$ cat config.mk
export PLATFORM = sky130hd
export DESIGN_NAME = canonical_term_engine_flat
export DESIGN_NICKNAME = d
export VERILOG_FILES = /design/src/rtl/canonical_term_engine_if.sv /design/src/rtl/canonical_term_engine.sv /design/src/flat_wrapper.sv
export SDC_FILE = /design/constraint.sdc
export NUM_CORES = 1
export LEC_CHECK = 0
export ABC_AREA = 1
export CAP_MARGIN = 30
export CORE_UTILIZATION = 45
export CTS_CLUSTER_DIAMETER = 40
export CTS_CLUSTER_SIZE = 28
export DETAILED_ROUTE_END_ITERATION = 10
export GPL_ROUTABILITY_DRIVEN = 0
export HOLD_SLACK_MARGIN = 0.1
export PLACE_DENSITY = 0.73
export SKIP_LAST_GASP = 1
export SYNTH_ARGS = -nofsm -noshare
export SYNTH_HDL_FRONTEND = slang
export SYNTH_SLANG_ARGS = --single-unit
export TNS_END_PERCENT = 50
$ cat constraint.sdc
create_clock -name clk -period 5.1 [get_ports clk]
set_clock_uncertainty 0.15 [all_clocks]
set_input_delay 0.51 -clock clk [delete_from_list [all_inputs] [get_ports clk]]
set_output_delay 0.51 -clock clk [all_outputs]
set_load 0.005 [all_outputs]
$ cat src/rtl/canonical_term_engine_if.sv
`default_nettype none
// ============================================================================
// Module   : canonical_term_engine_if
// Purpose  : Bundles the table-load, evaluation and term-stream signals of
//            canonical_term_engine. The engine connects through the slave
//            modport. The table/stimulus driver connects through the master
//            modport.
// Signals  : tt_load/tt_data        truth-table load
//            in_valid/in_vec        evaluation request
//            f_out/f_valid          registered evaluation result
//            start/mode             sweep control (mode 0 = minterms, 1 = maxterms)
//            term_valid/ready/idx/last/count   term stream
//            busy/done              sweep status
//            dc_mask/f_dc           don't-care mask and result (CTE_DONT_CARE_EN)
// Macro    : CTE_DONT_CARE_EN adds dc_mask and f_dc
// Revision : 1.0 - initial release
// ============================================================================
interface canonical_term_engine_if #(
    parameter int N_IN = 4
);
    localparam int TT_W = 1 << N_IN;

    logic            tt_load;
    logic [TT_W-1:0] tt_data;
    logic            in_valid;
    logic [N_IN-1:0] in_vec;
    logic            f_out;
    logic            f_valid;
    logic            start;
    logic            mode;
    logic            term_valid;
    logic            term_ready;
    logic [N_IN-1:0] term_idx;
    logic            term_last;
    logic [N_IN:0]   term_count;
    logic            busy;
    logic            done;
`ifdef CTE_DONT_CARE_EN
    logic [TT_W-1:0] dc_mask;
    logic            f_dc;
`endif

    modport slave (
        input  tt_load, tt_data, in_valid, in_vec, start, mode, term_ready,
        output f_out, f_valid, term_valid, term_idx, term_last, term_count,
               busy, done
`ifdef CTE_DONT_CARE_EN
        , input dc_mask, output f_dc
`endif
    );

    modport master (
        output tt_load, tt_data, in_valid, in_vec, start, mode, term_ready,
        input  f_out, f_valid, term_valid, term_idx, term_last, term_count,
               busy, done
`ifdef CTE_DONT_CARE_EN
        , output dc_mask, input f_dc
`endif
    );
endinterface
`default_nettype wire

$ cat src/rtl/canonical_term_engine.sv
`default_nettype none
// ============================================================================
// Module   : canonical_term_engine
// Purpose  : N_IN-input boolean function unit built around a 2**N_IN-bit
//            truth table. It evaluates f(in_vec) with a registered output.
//            In sweep mode it streams every minterm index (mode 0) or every
//            maxterm index (mode 1) over a valid/ready port.
// Ports    : clk        rising-edge clock
//            rst_n      asynchronous active-low reset
//            bus        canonical_term_engine_if.slave (see interface header)
// Params   : N_IN       number of inputs, 2..6
// Macro    : CTE_DONT_CARE_EN enables the don't-care mask. Masked indices are
//            never emitted or counted. f_dc reports the mask bit of the
//            evaluated vector.
// Revision : 1.0 - initial release
// ============================================================================
module canonical_term_engine #(
    parameter int N_IN = 4
) (
    input  logic                    clk,
    input  logic                    rst_n,
    canonical_term_engine_if.slave  bus
);
    localparam int TT_W = 1 << N_IN;

    typedef enum logic [1:0] {
        ST_IDLE = 2'd0,
        ST_SCAN = 2'd1,
        ST_DONE = 2'd2
    } state_e;

    state_e          state_q, state_d;
    logic [TT_W-1:0] tt_q;
    logic [N_IN-1:0] idx_q, idx_d;
    logic            mode_q, mode_d;
    logic [N_IN:0]   count_q, count_d;
    logic            f_q;
    logic            f_valid_q;

    logic [TT_W-1:0] care;
    logic [TT_W-1:0] match_vec;
    logic [TT_W-1:0] match_above;
    logic            match;
    logic            last;

    // The table is locked while a sweep is running so the stream stays
    // consistent with the table that was present at start.
    wire load_ok = bus.tt_load && (state_q != ST_SCAN);

`ifdef CTE_DONT_CARE_EN
    logic [TT_W-1:0] dc_q;
    logic            f_dc_q;

    always_ff @(posedge clk or negedge rst_n) begin
        if (!rst_n) begin
            dc_q   <= '0;
            f_dc_q <= 1'b0;
        end else begin
            if (load_ok)
                dc_q <= bus.dc_mask;
            if (bus.in_valid)
                f_dc_q <= dc_q[bus.in_vec];
        end
    end

    assign care     = ~dc_q;
    assign bus.f_dc = f_dc_q;
`else
    assign care = '1;
`endif

    // Table register and evaluation path. The evaluation reads tt_q before
    // any load on the same edge, so a coincident load uses the old table.
    always_ff @(posedge clk or negedge rst_n) begin
        if (!rst_n) begin
            tt_q      <= '0;
            f_q       <= 1'b0;
            f_valid_q <= 1'b0;
        end else begin
            if (load_ok)
                tt_q <= bus.tt_data;
            f_valid_q <= bus.in_valid;
            if (bus.in_valid)
                f_q <= tt_q[bus.in_vec];
        end
    end

    // tt[k] == ~mode  <=>  tt[k] ^ mode == 1
    assign match_vec   = care & (tt_q ^ {TT_W{mode_q}});
    assign match       = match_vec[idx_q];
    assign match_above = (match_vec >> idx_q) >> 1;
    assign last        = match && (match_above == '0);

    always_ff @(posedge clk or negedge rst_n) begin
        if (!rst_n) begin
            state_q <= ST_IDLE;
            idx_q   <= '0;
            mode_q  <= 1'b0;
            count_q <= '0;
        end else begin
            state_q <= state_d;
            idx_q   <= idx_d;
            mode_q  <= mode_d;
            count_q <= count_d;
        end
    end

    always_comb begin
        state_d = state_q;
        idx_d   = idx_q;
        mode_d  = mode_q;
        count_d = count_q;
        case (state_q)
            ST_IDLE: begin
                if (bus.start) begin
                    state_d = ST_SCAN;
                    mode_d  = bus.mode;
                    idx_d   = '0;
                    count_d = '0;
                end
            end
            ST_SCAN: begin
                // A matching index stays put until the consumer takes it.
                if (!match || bus.term_ready) begin
                    if (match)
                        count_d = count_q + 1'b1;
                    if (&idx_q)
                        state_d = ST_DONE;
                    else
                        idx_d = idx_q + 1'b1;
                end
            end
            ST_DONE: state_d = ST_IDLE;
            default: state_d = ST_IDLE;
        endcase
    end

    assign bus.f_out      = f_q;
    assign bus.f_valid    = f_valid_q;
    assign bus.term_valid = (state_q == ST_SCAN) && match;
    assign bus.term_last  = (state_q == ST_SCAN) && last;
    assign bus.term_idx   = idx_q;
    assign bus.term_count = count_q;
    assign bus.busy       = (state_q == ST_SCAN);
    assign bus.done       = (state_q == ST_DONE);

endmodule
`default_nettype wire
$ cat src/flat_wrapper.sv
// flat-port wrapper written by rule: the top's interface ports become plain ports
module canonical_term_engine_flat 
#(
    parameter int N_IN = 4
)
  (clk, rst_n, bus_tt_load, bus_tt_data, bus_in_valid, bus_in_vec, bus_start, bus_mode, bus_term_ready, bus_f_out, bus_f_valid, bus_term_valid, bus_term_idx, bus_term_last, bus_term_count, bus_busy, bus_done);
  canonical_term_engine_if #(.N_IN(N_IN)) bus_i ();
  input  logic clk;
  input  logic rst_n;
  input wire logic [$bits(bus_i.tt_load)-1:0] bus_tt_load;
  input wire logic [$bits(bus_i.tt_data)-1:0] bus_tt_data;
  input wire logic [$bits(bus_i.in_valid)-1:0] bus_in_valid;
  input wire logic [$bits(bus_i.in_vec)-1:0] bus_in_vec;
  input wire logic [$bits(bus_i.start)-1:0] bus_start;
  input wire logic [$bits(bus_i.mode)-1:0] bus_mode;
  input wire logic [$bits(bus_i.term_ready)-1:0] bus_term_ready;
  output wire logic [$bits(bus_i.f_out)-1:0] bus_f_out;
  output wire logic [$bits(bus_i.f_valid)-1:0] bus_f_valid;
  output wire logic [$bits(bus_i.term_valid)-1:0] bus_term_valid;
  output wire logic [$bits(bus_i.term_idx)-1:0] bus_term_idx;
  output wire logic [$bits(bus_i.term_last)-1:0] bus_term_last;
  output wire logic [$bits(bus_i.term_count)-1:0] bus_term_count;
  output wire logic [$bits(bus_i.busy)-1:0] bus_busy;
  output wire logic [$bits(bus_i.done)-1:0] bus_done;
  assign bus_i.tt_load = bus_tt_load;
  assign bus_i.tt_data = bus_tt_data;
  assign bus_i.in_valid = bus_in_valid;
  assign bus_i.in_vec = bus_in_vec;
  assign bus_i.start = bus_start;
  assign bus_i.mode = bus_mode;
  assign bus_i.term_ready = bus_term_ready;
  assign bus_f_out = bus_i.f_out;
  assign bus_f_valid = bus_i.f_valid;
  assign bus_term_valid = bus_i.term_valid;
  assign bus_term_idx = bus_i.term_idx;
  assign bus_term_last = bus_i.term_last;
  assign bus_term_count = bus_i.term_count;
  assign bus_busy = bus_i.busy;
  assign bus_done = bus_i.done;
  canonical_term_engine #(.N_IN(N_IN)) u_core (.clk(clk), .rst_n(rst_n), .bus(bus_i));
endmodule
==> results of run 1 <==
-- synth_stat cells, drive strengths merged --
master,n,share of area
a211oi,2,0.0068
a21boi,1,0.0034
a21oi,26,0.064
a31oi,1,0.0028
and2,1,0.0028
buf,11,0.036
clkbuf,2,0.0034
clkinv,1,0.0017
dfrtp,30,0.34
ha,2,0.011
inv,26,0.044
mux2,4,0.020
nand2,93,0.17
nand3,58,0.15
nand4,3,0.0085
nor2,35,0.063
nor3,2,0.0045
o211ai,1,0.0034
o21a,1,0.0034
o21ai,17,0.039
o22ai,1,0.0028
or2,3,0.0096
xor2,3,0.012
-- cell families after synthesis --
kind of cell | after synthesis | synth area share
compound gates | 50 | 0.125
xor+xnor | 3 | 0.0119
fa+ha+maj | 2 | 0.0113
buf+inv | 40 | 0.0857
flops | 30 | 0.341
mux | 4 | 0.0204
simple gates | 195 | 0.405
-- cell type report --
class	count	area [sq um]
Clock inverter	2	12.5
Sequential cell	30	751
Inverter	27	101
Clock buffer	6	82.6
Fill cell	473	2010
Tap cell	67	83.8
Multi-Input combinational cell	254	1260
Timing Repair Buffer	42	418
-- registers in the layout (all words and copies together), names as in the netlist --
signal and flops:
u_core.bus.f_out 1, u_core.bus.f_valid 1, u_core.bus.term_count 5, u_core.bus.term_idx 4, u_core.mode_q 1, u_core.state_q 2, u_core.tt_q 16
-- per-layer routing --
layer / global-route usage / part of all wire / up-vias
met5: 0 / 0 / -
met4: 0.0893 / 0.017 / 0
met3: 0.0375 / 0.047 / 7
met2: 0.321 / 0.43 / 65
met1: 0.338 / 0.51 / 983
li1: - / - / 1144
-- final timing paths --
check	startpoint	end	cells after the start
worst max register to register	u_core.bus.term_idx[0]$_DFFE_PN0P_	u_core.bus.term_count[0]$_DFFE_PN0P_	11
worst max-delay path	u_core.bus.term_idx[0]$_DFFE_PN0P_	bus_term_last	9
min in group asynchronous	rst_n	u_core.state_q[1]$_DFFE_PN0P_	2
worst min-delay path	u_core.bus.term_count[1]$_DFFE_PN0P_	u_core.bus.term_count[1]$_DFFE_PN0P_	2
worst min register to register	u_core.bus.term_count[1]$_DFFE_PN0P_	u_core.bus.term_count[1]$_DFFE_PN0P_	2
max in group asynchronous	rst_n	u_core.tt_q[0]$_DFFE_PN0P_	2
-- cell usage in the layout (no fill, tap or decap), drive strengths merged --
cell type,synthesis,routed
mux2,4,4
a211oi,2,2
clkinv,1,2
a21oi,26,26
clkdlybuf4s50,0,41
nand2,93,93
nor2,35,35
nand3,58,58
buf,11,1
o21ai,17,17
a31oi,1,1
o211ai,1,1
nor3,2,2
o21a,1,1
o22ai,1,1
clkbuf,2,6
clkinvlp,0,1
inv,26,26
ha,2,2
dfrtp,30,30
xor2,3,3
or2,3,3
nand4,3,3
and2,1,1
a21boi,1,1
-- worst max-delay path, cell delays in order, from the launching register on --
cell and delay [ns]:
dfrtp_1 0.77, inv_1 0.40, nand3_1 0.19, nand2_1 0.09, o21ai_0 0.28, nand3_1 0.11
a21boi_0 0.17, nand3_1 0.09, nor2_1 0.09, clkdlybuf4s50_1 0.50
-- power groups by stage --
| stage | clock network, mW | registers [mW] | logic (mW) |
|---|---|---|---|
| detailed placement | 0 | 0.490 | 1.04 |
| global route | 0.220 | 0.505 | 1.21 |
| finish | 0.201 | 0.490 | 1.05 |
| CTS | 0.205 | 0.487 | 1.05 |
| global placement | 0 | 0.487 | 1.03 |
| floorplan | 0 | 0.418 | 0.857 |
==> impl_metrics.toml, run 1 <==
[route]
wl_mm = 5.21
drt.antenna.violating_nets = 0
via_count = 2199
wl_per_cell_um = 12.2
vias_per_cell = 5.14
drt-initial-drc-count = 184
firstDrtPassIters = 4
drc_errors = 0

[timing]
finalMaxSlewViolations = 0
final-hold-violation-count = 0
rsz0062_at_grt = "no"
fmax_mhz = 275
tns_ns = 0
setup_violations = 0
maxSlewHeadroom = 0.560
final.setup.worst_slack_ns = 1.46
final.min_clock_period_ns = 3.64
period_share = 0.713
fin_hold_ws_ns = 0.392
worstMarginPinSlew_ns = 0.660

[clock_tree]
cts_tree = "yes"
htreeDepth = 2
path_clk_slew_ns = 0.07
ctsHoldBuffers = 0
cts_setup_buffers = 0
insertion_delay_ns = 0.28
cts-buffers-inserted = 5
cts_max_path_buffers = 2
cts_resized = 0
root_buffer = "clkbuf_8"
clock-sinks = 30

[worst_setup_path]
crit_type = "reg -> out"
r2r_setup_slack_ns = 2.42
start_kind = "register"
critPathArrivalTime_ns = 2.98
cp_max_fo = 22
critical_path_required_ns = 4.44
worst_setup_path_end_kind = "primary output"

[global_routing]
grt_use_total = 0.225
antenna_found_initial = 0
grt_max_degree = 31
grt-ovfl-total = 0
grt_pass1_wl_mm = 9.03
grt_pass1_vias = 1925

[final_layout]
finalNonFillerCells = 428
fin_area_sq_mm = 0.00271
drive_gt1_frac = 0.0803
n_antenna_cell = 0
finalNetCount = 389
syn_to_final_growth_pct = 23.1
post-route-util = 0.575

[pwr]
p_seq_frac = 0.282
vdd_drop_max_mv = 0.271
total_switching_power_mw = 0.857
pwr-share-comb = 0.603
power_frac_clock = 0.115
p_total_mw = 1.74
sw_frac_of_total = 0.492
powerDensity_mw_per_mm2 = 642
leakagePower_nw = 1.32
p_int_mw = 0.884

[place]
place_area_sq_mm = 0.00262
place_ws_ns = 1.81
dp_cells = 420
dp_hpwl_mm = 3.85
io_buffers = 41

[logic_synthesis]
ys_seq_area_frac = 0.341
synthesis.nets = 353
synth_seq_cells = 30
synth_area_per_cell_sq_um = 6.80
syn-instance-count = 324
ys_types = 30
syn_area_sq_mm = 0.00220
yosysWarnings = 0

[floorplan]
die-area_sq_mm = 0.00518
die_x_um = 72.0
start_util = 0.467
io_pins = 42
coreArea_sq_mm = 0.00472
placementRows = 25
die_h_um = 72.0

[run_status]
outcome = "complete, no violations"

[hold_path]
hold_class = "reg -> reg"

[flow_run]
maxCapViolCount = 0
No activity file was read; power rests on OpenSTA's default activity.
==> run 2: changes to the inputs <==
--- a/config.mk
+++ b/config.mk
@@ -13,7 +13,7 @@
 export DETAILED_ROUTE_END_ITERATION = 10
 export GPL_ROUTABILITY_DRIVEN = 0
 export HOLD_SLACK_MARGIN = 0.1
-export PLACE_DENSITY = 0.73
+export PLACE_DENSITY = 0.75
 export SKIP_LAST_GASP = 1
 export SYNTH_ARGS = -nofsm -noshare
 export SYNTH_HDL_FRONTEND = slang
==> constraint.sdc (replaced) <==
create_clock -name clk -period 2.91 [get_ports clk]
set_clock_uncertainty 0.15 [all_clocks]
set_input_delay 0.291 -clock clk [delete_from_list [all_inputs] [get_ports clk]]
set_output_delay 0.291 -clock clk [all_outputs]
set_load 0.005 [all_outputs]
==> impl_metrics.toml, run 2 (synthesis gave the netlist of run 1 again) <==
[final_layout]
finalNetCount = 395
fill_cells = 429
largest_register_ffs = 16
regMostFlops = "u_core.tt_q"
layout_commonest_cell = "nand2_1"
syn_to_final_growth_pct = 27.5
n_antenna_cell = 0
multiInputGateArea_sq_mm = 0.00129
final_cell_mix = "nand2_1 (86), nand3_1 (48), clkdlybuf4s50_1 (40), nor2_1 (33), dfrtp_1 (29)"
ff_latch_area_sq_um = 752
drive_gt1_frac = 0.117

[worst_setup_path]
crit_type = "reg -> out"
crit_slowest_cell = "dfrtp_2"
r2r-start = "u_core.mode_q$_DFFE_PN0P_"
critPathArrivalTime_ns = 2.21
cp_max_fo = 8
rr_endpoint = "u_core.bus.term_count[0]$_DFFE_PN0P_"
start_kind = "register"
r2r_cells = 12
cp_cell_sequence = "buf_8, or2_1, nand3_2, nand3_2, nand3_1, nand3_1, nand2_2, nor2_2, clkdlybuf4s50_1"
r2r_setup_slack_ns = 0.67
worst_setup_path_end_kind = "primary output"
critical_path_required_ns = 2.47
max_stage_delay_ns = 0.50

[global_routing]
grt_max_degree = 31
grtUsageMet1 = 0.322
antenna_found_initial = 0
grt-busiest-layer = "met2"
grt_pass1_vias = 2017
use_met2 = 0.323
grt-ovfl-total = 0
grt_use_total = 0.222
grt_use_met3 = 0.0556
grt_pass1_wl_mm = 9.07

[pwr]
leakagePower_nw = 1.38
powerDensity_mw_per_mm2 = 1150
vdd_drop_max_mv = 0.464
p_total_mw = 3.23

[route]
wl_per_cell_um = 12.3
wl_mm = 5.35
drc_errors = 0
drt-initial-drc-count = 211
vias_per_cell = 5.20
firstDrtPassIters = 5
via_count = 2255
drt.antenna.violating_nets = 0

[timing]
tns_ns = 0
fin_hold_ws_ns = 0.228
maxSlewHeadroom = 0.670
final.min_clock_period_ns = 2.65
setup_violations = 0
period_share = 0.911
rsz0062_at_grt = "no"
worstMarginPinSlew_ns = 0.493
fmax_mhz = 377
finalMaxSlewViolations = 0
final-hold-violation-count = 0

[clock_tree]
cts_tree = "yes"
htreeDepth = 2
root_buffer = "clkbuf_8"
insertion_delay_ns = 0.29
clock-sinks = 30
cts-buffers-inserted = 5
ctsHoldBuffers = 0
path_clk_slew_ns = 0.07
cts_max_path_buffers = 2
cts_setup_buffers = 0

[floorplan]
placementRows = 25
die_x_um = 72.0
die_h_um = 72.0
io_pins = 42
die-area_sq_mm = 0.00518
coreArea_sq_mm = 0.00472
start_util = 0.467

[hold_path]
hold_class = "in -> async"

[run_status]
outcome = "complete, no violations"

[place]
dp_hpwl_mm = 3.92
io_buffers = 41

[flow_run]
maxCapViolCount = 0
==> run 2: worst max-delay path by stage <==
| stage | from | end | slack, ns | cells past startpoint |
|---|---|---|---|---|
| after floorplan | u_core.mode_q$_DFFE_PN0P_ | bus_term_last | 0.95 | 9 |
| after global placement | u_core.mode_q$_DFFE_PN0P_ | bus_term_last | 0.33 | 11 |
| after detailed placement | u_core.mode_q$_DFFE_PN0P_ | bus_term_last | 0.24 | 10 |
| after CTS | u_core.mode_q$_DFFE_PN0P_ | bus_term_last | 0.02 | 10 |
| after global routing | u_core.mode_q$_DFFE_PN0P_ | bus_term_valid | 0.14 | 8 |
| final | u_core.mode_q$_DFFE_PN0P_ | bus_term_valid | 0.26 | 9 |
==> run 2: stage by stage <==
step                      cell area [sq um]   util  cells  setup WS (ns)
after floorplan                        2200      -    324          0.951
after detailed placement               2660  0.562    425          0.244
after global routing                   2810  0.595    434          0.137
after global placement                 2660  0.562    425          0.329
final                                  2810  0.595    434          0.258
after CTS                              2750  0.582    433         0.0232
==> run 2: metal layers <==
layer,wire (um),part of all wire
met1,2610,0.49
met2,2330,0.44
met3,320,0.060
met4,88,0.016
met5,0,0
==> run 2: area by class of cell <==
cell class | count | share of cell area
multi-input cells | 254 | 0.458
flip-flops and latches | 30 | 0.268
repair buffers | 48 | 0.175
inverters | 27 | 0.0378
clock buffers | 7 | 0.0307
well taps | 67 | 0.0298
clock inverters | 1 | 0.00178
==> run 2: timing repair <==
action / in CTS / in global routing
setup endpoints to repair: 1 / 2
pin swaps: 0 / 0
resized for setup: 1 / 17
cloned: 0 / 1
==> run 2: critical path: cells and delay by family (launching register included) <==
family | cells | cell delay (ns)
buf+inv | 2 | 0.60
flops | 1 | 0.50
simple gates | 7 | 0.82
==> run 2: power breakdown <==
| group | leakage, nW | internal [mW] | switching, mW |
|---|---|---|---|
| Clock | 0.0482 | 0.190 | 0.161 |
| Combinational | 0.981 | 0.864 | 1.23 |
| Sequential | 0.349 | 0.602 | 0.187 |
